File: src/rtl/data_memory_responder.sv
// Responder for the core's load/store data port: one request at a time over valid/ready,
// answered after LATENCY edges from a byte-strobed word RAM that resets to 4000+index.
module data_memory_responder #(
    parameter int DEPTH   = 32,
    parameter int LATENCY = 2
) (
    input  logic                  clk,
    input  logic                  reset,
    input  logic                  req_valid,
    output logic                  req_ready,
    input  logic [31:0]           req_addr,
    input  logic                  req_write,
    input  logic [31:0]           req_wdata,
    input  logic [3:0]            req_wstrb,
    output logic                  resp_valid,
    input  logic                  resp_ready,
    output logic [31:0]           resp_rdata,
    output logic                  resp_error,
    output logic [DEPTH-1:0][31:0] mem_check,
    output logic [1:0]            dbg_state
);

    localparam int IW = (DEPTH > 1) ? $clog2(DEPTH) : 1;

    // Handshakes: a transfer happens on a rising edge where valid and ready are both 1;
    // req_ready is high only in IDLE, resp_valid only in RESP.
    typedef enum logic [1:0] {
        IDLE = 2'd0,
        WAIT = 2'd1,
        RESP = 2'd2
    } state_t;

    state_t        state;
    logic [3:0]    counter;
    logic [31:0]   lat_addr;
    logic          lat_write;
    logic [31:0]   lat_wdata;
    logic [3:0]    lat_wstrb;
    logic [31:0]   mem [DEPTH];

    logic [31:0]   c_addr;
    logic          c_write;
    logic [31:0]   c_wdata;
    logic [3:0]    c_wstrb;
    logic          complete;
    logic          c_err;
    logic [IW-1:0] c_idx;
    logic [31:0]   c_word;
    logic [31:0]   c_merged;

    // With LATENCY=1 completion coincides with the accept edge, so the live request is used.
    always_comb begin
        c_addr   = (state == IDLE) ? req_addr  : lat_addr;
        c_write  = (state == IDLE) ? req_write : lat_write;
        c_wdata  = (state == IDLE) ? req_wdata : lat_wdata;
        c_wstrb  = (state == IDLE) ? req_wstrb : lat_wstrb;
        complete = ((state == IDLE) && req_valid && (LATENCY == 1)) ||
                   ((state == WAIT) && (counter == 4'd1));
        c_err    = (c_addr[1:0] != 2'b00) || (c_addr[31:2] >= 30'(DEPTH));
        c_idx    = c_addr[IW+1:2];
        c_word   = mem[c_idx];
        c_merged = c_word;
        for (int k = 0; k < 4; k++) begin
            if (c_wstrb[k]) c_merged[8*k +: 8] = c_wdata[8*k +: 8];
        end
    end

    always_ff @(posedge clk or posedge reset) begin
        if (reset) begin
            state      <= IDLE;
            counter    <= 4'd0;
            resp_rdata <= 32'd0;
            resp_error <= 1'b0;
            lat_addr   <= 32'd0;
            lat_write  <= 1'b0;
            lat_wdata  <= 32'd0;
            lat_wstrb  <= 4'd0;
            for (int i = 0; i < DEPTH; i++) begin
                mem[i] <= 32'(4000 + i);
            end
        end else begin
            case (state)
                IDLE: begin
                    if (req_valid) begin
                        lat_addr  <= req_addr;
                        lat_write <= req_write;
                        lat_wdata <= req_wdata;
                        lat_wstrb <= req_wstrb;
                        if (LATENCY == 1) begin
                            state <= RESP;
                        end else begin
                            state   <= WAIT;
                            counter <= 4'(LATENCY - 1);
                        end
                    end
                end
                WAIT: begin
                    if (counter == 4'd1) begin
                        state   <= RESP;
                        counter <= 4'd0;
                    end else begin
                        counter <= counter - 4'd1;
                    end
                end
                RESP: begin
                    if (resp_ready) begin
                        state      <= IDLE;
                        resp_rdata <= 32'd0;
                        resp_error <= 1'b0;
                    end
                end
                default: state <= IDLE;
            endcase

            if (complete) begin
                resp_error <= c_err;
                resp_rdata <= (c_err || c_write) ? 32'd0 : c_word;
                if (!c_err && c_write) mem[c_idx] <= c_merged;
            end
        end
    end

    assign req_ready  = (state == IDLE);
    assign resp_valid = (state == RESP);
    assign dbg_state  = state;

    always_comb begin
        for (int i = 0; i < DEPTH; i++) begin
            mem_check[i] = mem[i];
        end
    end

endmodule
File: config.mk
export PLATFORM = sky130hd
export DESIGN_NAME = data_memory_responder
export DESIGN_NICKNAME = d
export VERILOG_FILES = /design/src/rtl/data_memory_responder.sv
export SDC_FILE = /design/constraint.sdc
export NUM_CORES = 2
export LEC_CHECK = 0
export CORE_AREA = 5 5 441 443
export CTS_CLUSTER_DIAMETER = 40
export DETAILED_ROUTE_END_ITERATION = 10
export DIE_AREA = 0 0 446 448
export SETUP_SLACK_MARGIN = 0.05
export SLEW_MARGIN = 20
export SYNTH_ARGS = -nofsm -noshare
export SYNTH_HDL_FRONTEND = slang
export SYNTH_SLANG_ARGS = --single-unit
File: constraint.sdc
create_clock -name clk -period 50.2 [get_ports clk]
set_clock_uncertainty 0.2 [all_clocks]
set_input_delay 7.53 -clock clk [delete_from_list [all_inputs] [get_ports clk]]
set_output_delay 7.53 -clock clk [all_outputs]
set_load 0.01 [all_outputs]
---- Word-level counts from Yosys, hierarchy flattened ----
Cells that the tools add are included.
word-level totals
  bits in registers ....................... 1132
  bits in latches ......................... 0
  bits in writable memories ............... 0
  ROM bits ................................ 0
  input port bits ......................... 73
  output and inout bits ................... 1061
  logic and storage cells ................. 95
  memories ................................ 0
operators by class
  add/sub/neg operators ................... 1
  $mul .................................... 0
  div/mod/pow operators ................... 0
  order comparisons ....................... 3
  equality and inequality tests ........... 6
  shifts and indexed selects .............. 0
  muxes and demuxes ....................... 28
  bitwise logic cells ..................... 1
  reduce and logical (&&, ||, !) cells .... 16
operators with widths
  cell                                                                           count
  1024-bit bitwise mux                                                           1
  32-bit 2-to-1 mux                                                              9
  32-bit binary-select mux with 5-bit select                                     1
  32-bit demux with 5-bit select                                                 1
  8-bit 2-to-1 mux                                                               4
  30-bit by 6-bit >= comparator with 1-bit output (second input constant)        1
  4-bit 2-to-1 mux                                                               3
  4-bit case mux with 2 select lines                                             1
  2-bit AND reduction                                                            4
  2-bit nonzero test                                                             4
  6-bit >= comparator (second input constant)                                    1
  6-bit by 1-bit less-than comparator with 1-bit output (second input constant)  1
  2-bit 2-to-1 mux                                                               3
  5-bit NOT with 6-bit output                                                    1
  2-bit case mux with 3 select lines                                             1
  4-bit by 1-bit == test with 1-bit output (second input constant)               1
  1-bit 2-to-1 mux                                                               4
  2-bit by 1-bit != test with 1-bit output (second input constant)               2
  4-bit by 1-bit subtractor with 4-bit output (second input constant)            1
  1-bit logical AND                                                              3
  3-bit AND reduction                                                            1
  2-bit by 1-bit == test with 1-bit output (second input constant)               1
  2-bit == test (second input constant)                                          1
  2-bit logical NOT                                                              1
  other kinds (3)                                                                4

---- Logic depth before layout (Yosys ltp) ----
  word-level depth ........................ 8
  mapped depth ............................ 11
  depth with buffers taken out ............ 7

---- Worst setup path before layout ----
No wires, ideal clock.
  kind .................................... input-to-reg
  from .................................... input req_addr[2]
  to ...................................... register mem, in the netlist mem_check[0]
  setup time .............................. 125 ps
  arrival time ............................ 9568 ps
  data required time ...................... 49875 ps
  setup slack ............................. 40307 ps
  stages .................................. 8
  path buffers ............................ 3
  cell sequence ........................... or4_1 -> o31ai_1 -> buf_2 -> buf_4 -> nand3_2 -> nor2_1 -> buf_2 -> mux2_2
on the way
  longest elaborated chain between the ends .. 7
  elaborated cells on any way between the ends .. 17
  those cells by class .................... order compare: 3; mux: 8; bitwise: 1; reduce/logical: 5
RTL lines
  what                                                                                                     RTL line  text
  from (decl)                                                                                              11        input logic [31:0] req_addr,
  32-bit 2-to-1 mux (*)                                                                                    53        c_addr = (state == IDLE) ? req_addr : lat_addr;
  parallel branches: the longest is 6 deep, another holds 30-bit by 6-bit >= comparator with 1-bit output  --
  to (signal, indexed assignment)                                                                          79        mem[i] <= 32'(4000 + i);
  to (signal, indexed assignment)                                                                          118       if (!c_err && c_write) mem[c_idx] <= c_merged;
  to (decl)                                                                                                39        logic [31:0] mem [DEPTH];
Every way passes the cells marked *. The select of a mux whose other input is x is not followed.
A chain may end at the register's enable or synchronous reset.

---- Worst setup path in the final report ----
  from .................................... input req_addr[2]
  to ...................................... register mem, in the netlist mem_check[417]
The elaborated chain is that of the path after synthesis.

==> out/summary.json <==
{
  "run_status": {"value": "completed"},
  "cp-start-kind": {"value": "primary input"},
  "dp.final_hpwl": {"value": 201000, "unit": "um"},
  "final_area": {"value": 71500, "unit": "sq um"},
  "die_width": {"value": 446, "unit": "um"},
  "ant_nets": {"value": 0},
  "yosys_most_used_dff": {"value": "sky130_fd_sc_hd__dfrtp_1"},
  "numCtsBuffers": {"value": 194},
  "floorplan.core_area": {"value": 190000, "unit": "sq um"},
  "grt_use_total": {"value": 27.2, "unit": "%"},
  "synth-warning-count": {"value": 0},
  "floorplan.initialDensity": {"value": 26.4, "unit": "%"},
  "cts-hold-fix-buffers": {"value": 0},
  "finalHoldViolations": {"value": 0},
  "drt_iter0_drc": {"value": 4266},
  "synth.area.top_cells": {"value": "sky130_fd_sc_hd__dfrtp_1 43%, sky130_fd_sc_hd__mux2_2 23%, sky130_fd_sc_hd__dfstp_2 14%"},
  "timing.critical_path.slowest_cell_delay": {"value": 0.68, "unit": "ns"},
  "gpl.final_weighted_congestion": {"value": 0.917},
  "timing.critical_path.arrival": {"value": 13.24, "unit": "ns"},
  "maxSlewHeadroom": {"value": 12.8, "unit": "%"},
  "yosysTopAreaCell": {"value": "sky130_fd_sc_hd__dfrtp_1"},
  "wire_length_of_the_first_global_routing_pass": {"value": 376000, "unit": "um"},
  "cts-root-buf": {"value": "sky130_fd_sc_hd__clkbuf_16"},
  "number_of_buffers_added_for_setup_after_cts": {"value": 0},
  "rsz_0062_raised_after_global_routing": {"value": "no"},
  "max_freq": {"value": 78.8, "unit": "MHz"},
  "place.port_buffers": {"value": 1133},
  "placedInstanceArea": {"value": 64500, "unit": "sq um"},
  "postSynthNetCount": {"value": 3914},
  "fin_tns_setup": {"value": 0, "unit": "ns"},
  "clk-insertion-delay-late": {"value": 0.86, "unit": "ns"},
  "cts.reportedPaths.clkPinSlew": {"value": 0.05, "unit": "ns"},
  "fp.dieH": {"value": 448, "unit": "um"},
  "fin_crit": {"value": 12.69, "unit": "ns"},
  "syn_to_final_growth": {"value": 43.0, "unit": "%"},
  "timing.critical_path.mode_cell": {"value": "sky130_fd_sc_hd__buf_4"},
  "antenna_found_initial": {"value": 32},
  "final-max-slew-violation-count": {"value": 0},
  "grt_pass1_vias": {"value": 41400},
  "synth-seq-cells": {"value": 1132},
  "cp_cell_sequence": {"value": "clkdlybuf4s50_1 -> or4b_1 -> o21ai_4 -> buf_4 -> buf_4 -> buf_4 -> buf_4 -> a22oi_1 -> a21oi_1 -> nor4_1 -> a31oi_2 -> buf_4 -> mux2_2"},
  "fin_nets": {"value": 4990},
  "post-route-worst-setup-slack": {"value": 37.51, "unit": "ns"},
  "clock_tree.buffer_depth": {"value": 3},
  "detail_route.wl_per_cell": {"value": 37.2, "unit": "um"},
  "max_cap_viol_count": {"value": 0},
  "standard_cell_rows": {"value": 160},
  "cell_type_group_with_the_largest_total_delay_on_the_critical_path": {"value": "buffers and inverters"},
  "htreeDepth": {"value": 4},
  "crit_slowest_cell": {"value": "sky130_fd_sc_hd__buf_4"},
  "maximum_fanout_count_along_the_critical_path": {"value": 52},
  "number_of_synthesized_flops_with_an_enable_pin": {"value": 0},
  "synth_top_area_share": {"value": 43.0, "unit": "%"},
  "routed_wl": {"value": 283000, "unit": "um"},
  "finalCritPeriodShare": {"value": 25.3, "unit": "%"},
  "report.final.setup_viol": {"value": 0},
  "peakVddDrop": {"value": 42.2, "unit": "uV"},
  "postSynthCellCount": {"value": 3839},
  "hold-worst-slack": {"value": 0.265, "unit": "ns"},
  "cp-end-kind": {"value": "register"},
  "syn_area_per_cell": {"value": 13.0, "unit": "sq um"},
  "crit_required": {"value": 50.76, "unit": "ns"},
  "route.detailed.vias_per_inst": {"value": 5.48},
  "cellPowerDensity": {"value": 44.6, "unit": "nW/um^2"},
  "cts_num_sinks": {"value": 1132},
  "cellLeakagePower": {"value": 0.0298, "unit": "uW"},
  "hp-class": {"value": "register to register"},
  "tritoncts": {"value": "built"},
  "post_route_cells_drive_above_1_share": {"value": 36.3, "unit": "%"},
  "dr.pass1.iters": {"value": 6},
  "critical_setup_path_kind": {"value": "primary input to register"},
  "pin_count_of_the_biggest_net_entering_global_routing": {"value": 143},
  "grt_remaining_overflow": {"value": 0},
  "path_buf_inv": {"value": 6},
  "dr_total_vias": {"value": 41700},
  "placement.setup.worst_slack": {"value": 36.81, "unit": "ns"},
  "synthDistinctLibCells": {"value": 38},
  "most_common_cell_after_layout_fill_and_taps_aside": {"value": "sky130_fd_sc_hd__clkdlybuf4s50_1"},
  "drc": {"value": 0},
  "p_total": {"value": 3190, "unit": "uW"},
  "post_cts_resized": {"value": 0},
  "synth_seq_area_share": {"value": 57.3, "unit": "%"},
  "mappedNetlistArea": {"value": 50000, "unit": "sq um"},
  "ys_async_sr_fraction": {"value": 100, "unit": "%"},
  "die_area": {"value": 200000, "unit": "sq um"},
  "most-common-layout-cells": {"value": "1,133 x sky130_fd_sc_hd__clkdlybuf4s50_1, 1,026 x sky130_fd_sc_hd__mux2_2, 860 x sky130_fd_sc_hd__dfrtp_1"},
  "worst_slew_pin_slew": {"value": 1.30, "unit": "ns"},
  "floorplan.io_pins": {"value": 1134}
}
[synth_stat cells, types with 34 or more instances]
library cell,count
sky130_fd_sc_hd__a21oi_1,259
sky130_fd_sc_hd__buf_2,270
sky130_fd_sc_hd__nor2b_1,34
sky130_fd_sc_hd__mux2_2,1026
sky130_fd_sc_hd__clkbuf_1,77
sky130_fd_sc_hd__dfrtp_1,860
sky130_fd_sc_hd__nor2_1,35
sky130_fd_sc_hd__a22oi_1,512
sky130_fd_sc_hd__dfstp_2,272
sky130_fd_sc_hd__nor4_1,71
sky130_fd_sc_hd__nand2_1,252
[power breakdown]
part	switching (uW)	internal, uW	total [uW]
registers	20.9	944	965
clock network	521	874	1390
logic	693	137	831
total	1240	1950	3190
[metrics by stage]
| stage | instances | utilization [%] |
|---|---|---|
| after floorplan | 3839 | - |
| after global placement | 7222 | 33.9 |
| after detailed placement | 7228 | 34.0 |
| after CTS | 7588 | 37.6 |
| after global routing | 7595 | 37.7 |
| final | 7609 | 37.7 |
[final timing paths]
| check | cells past startpoint | slack [ns] | to | from |
|---|---|---|---|---|
| worst max register to register | 10 | 43.85 | mem_check[552]$_DFFE_PP1P_ | dbg_state[1]$_DFFE_PP0P_ |
| worst min-delay path | 2 | 0.26 | lat_wdata[6]$_DFFE_PP0P_ | lat_wdata[6]$_DFFE_PP0P_ |
| min in group asynchronous | 2 | 6.99 | lat_addr[14]$_DFFE_PP0P_ | reset |
| worst max-delay path | 13 | 37.51 | mem_check[417]$_DFFE_PP0P_ | req_addr[2] |
| max in group asynchronous | 8 | 38.11 | mem_check[845]$_DFFE_PP0P_ | reset |
| worst min register to register | 2 | 0.26 | lat_wdata[6]$_DFFE_PP0P_ | lat_wdata[6]$_DFFE_PP0P_ |
[final cells by class]
type | instances | area [sq um]
Clock inverter | 125 | 1690
Sequential cell | 1132 | 28700
Inverter | 6 | 30.0
Timing Repair Buffer | 1245 | 12400
Antenna cell | 19 | 47.5
Fill cell | 18300 | 118000
Multi-Input combinational cell | 2336 | 20300
Tap cell | 2511 | 3140
Clock buffer | 235 | 5200
[cells by family after synthesis]
logic type	after synthesis	synth area share, %
DFF	1132	57.3
muxes	1034	23.3
AOI/OAI and AO/OA	878	11.9
and+or+nand+nor	422	3.92
buffers and inverters	371	3.54
adders and majority gates	2	0.0500
[worst min-delay path, stage by stage (launching register included)]
cell and delay [ns]:
sky130_fd_sc_hd__dfrtp_1 0.33, sky130_fd_sc_hd__nand2_1 0.05, sky130_fd_sc_hd__nand2_1 0.06
[registers in the layout, summed over array words and instances, names as in the netlist]
signal      cells
lat_wstrb       4
resp_rdata     32
dbg_state       2
lat_write       1
lat_addr       32
mem_check    1024
counter         4
lat_wdata      32
resp_error      1
[per-layer routing]
| layer | up-vias | track usage [%] | routed length [um] |
|---|---|---|---|
| met2 | 2595 | 42.7 | 129000 |
| met5 | - | 0 | 103 |
| met3 | 620 | 8.96 | 29100 |
| li1 | 16500 | - | - |
| met1 | 22000 | 33.3 | 107000 |
| met4 | 14 | 14.7 | 17700 |
Note: power is estimated with default switching activity, not from simulation.
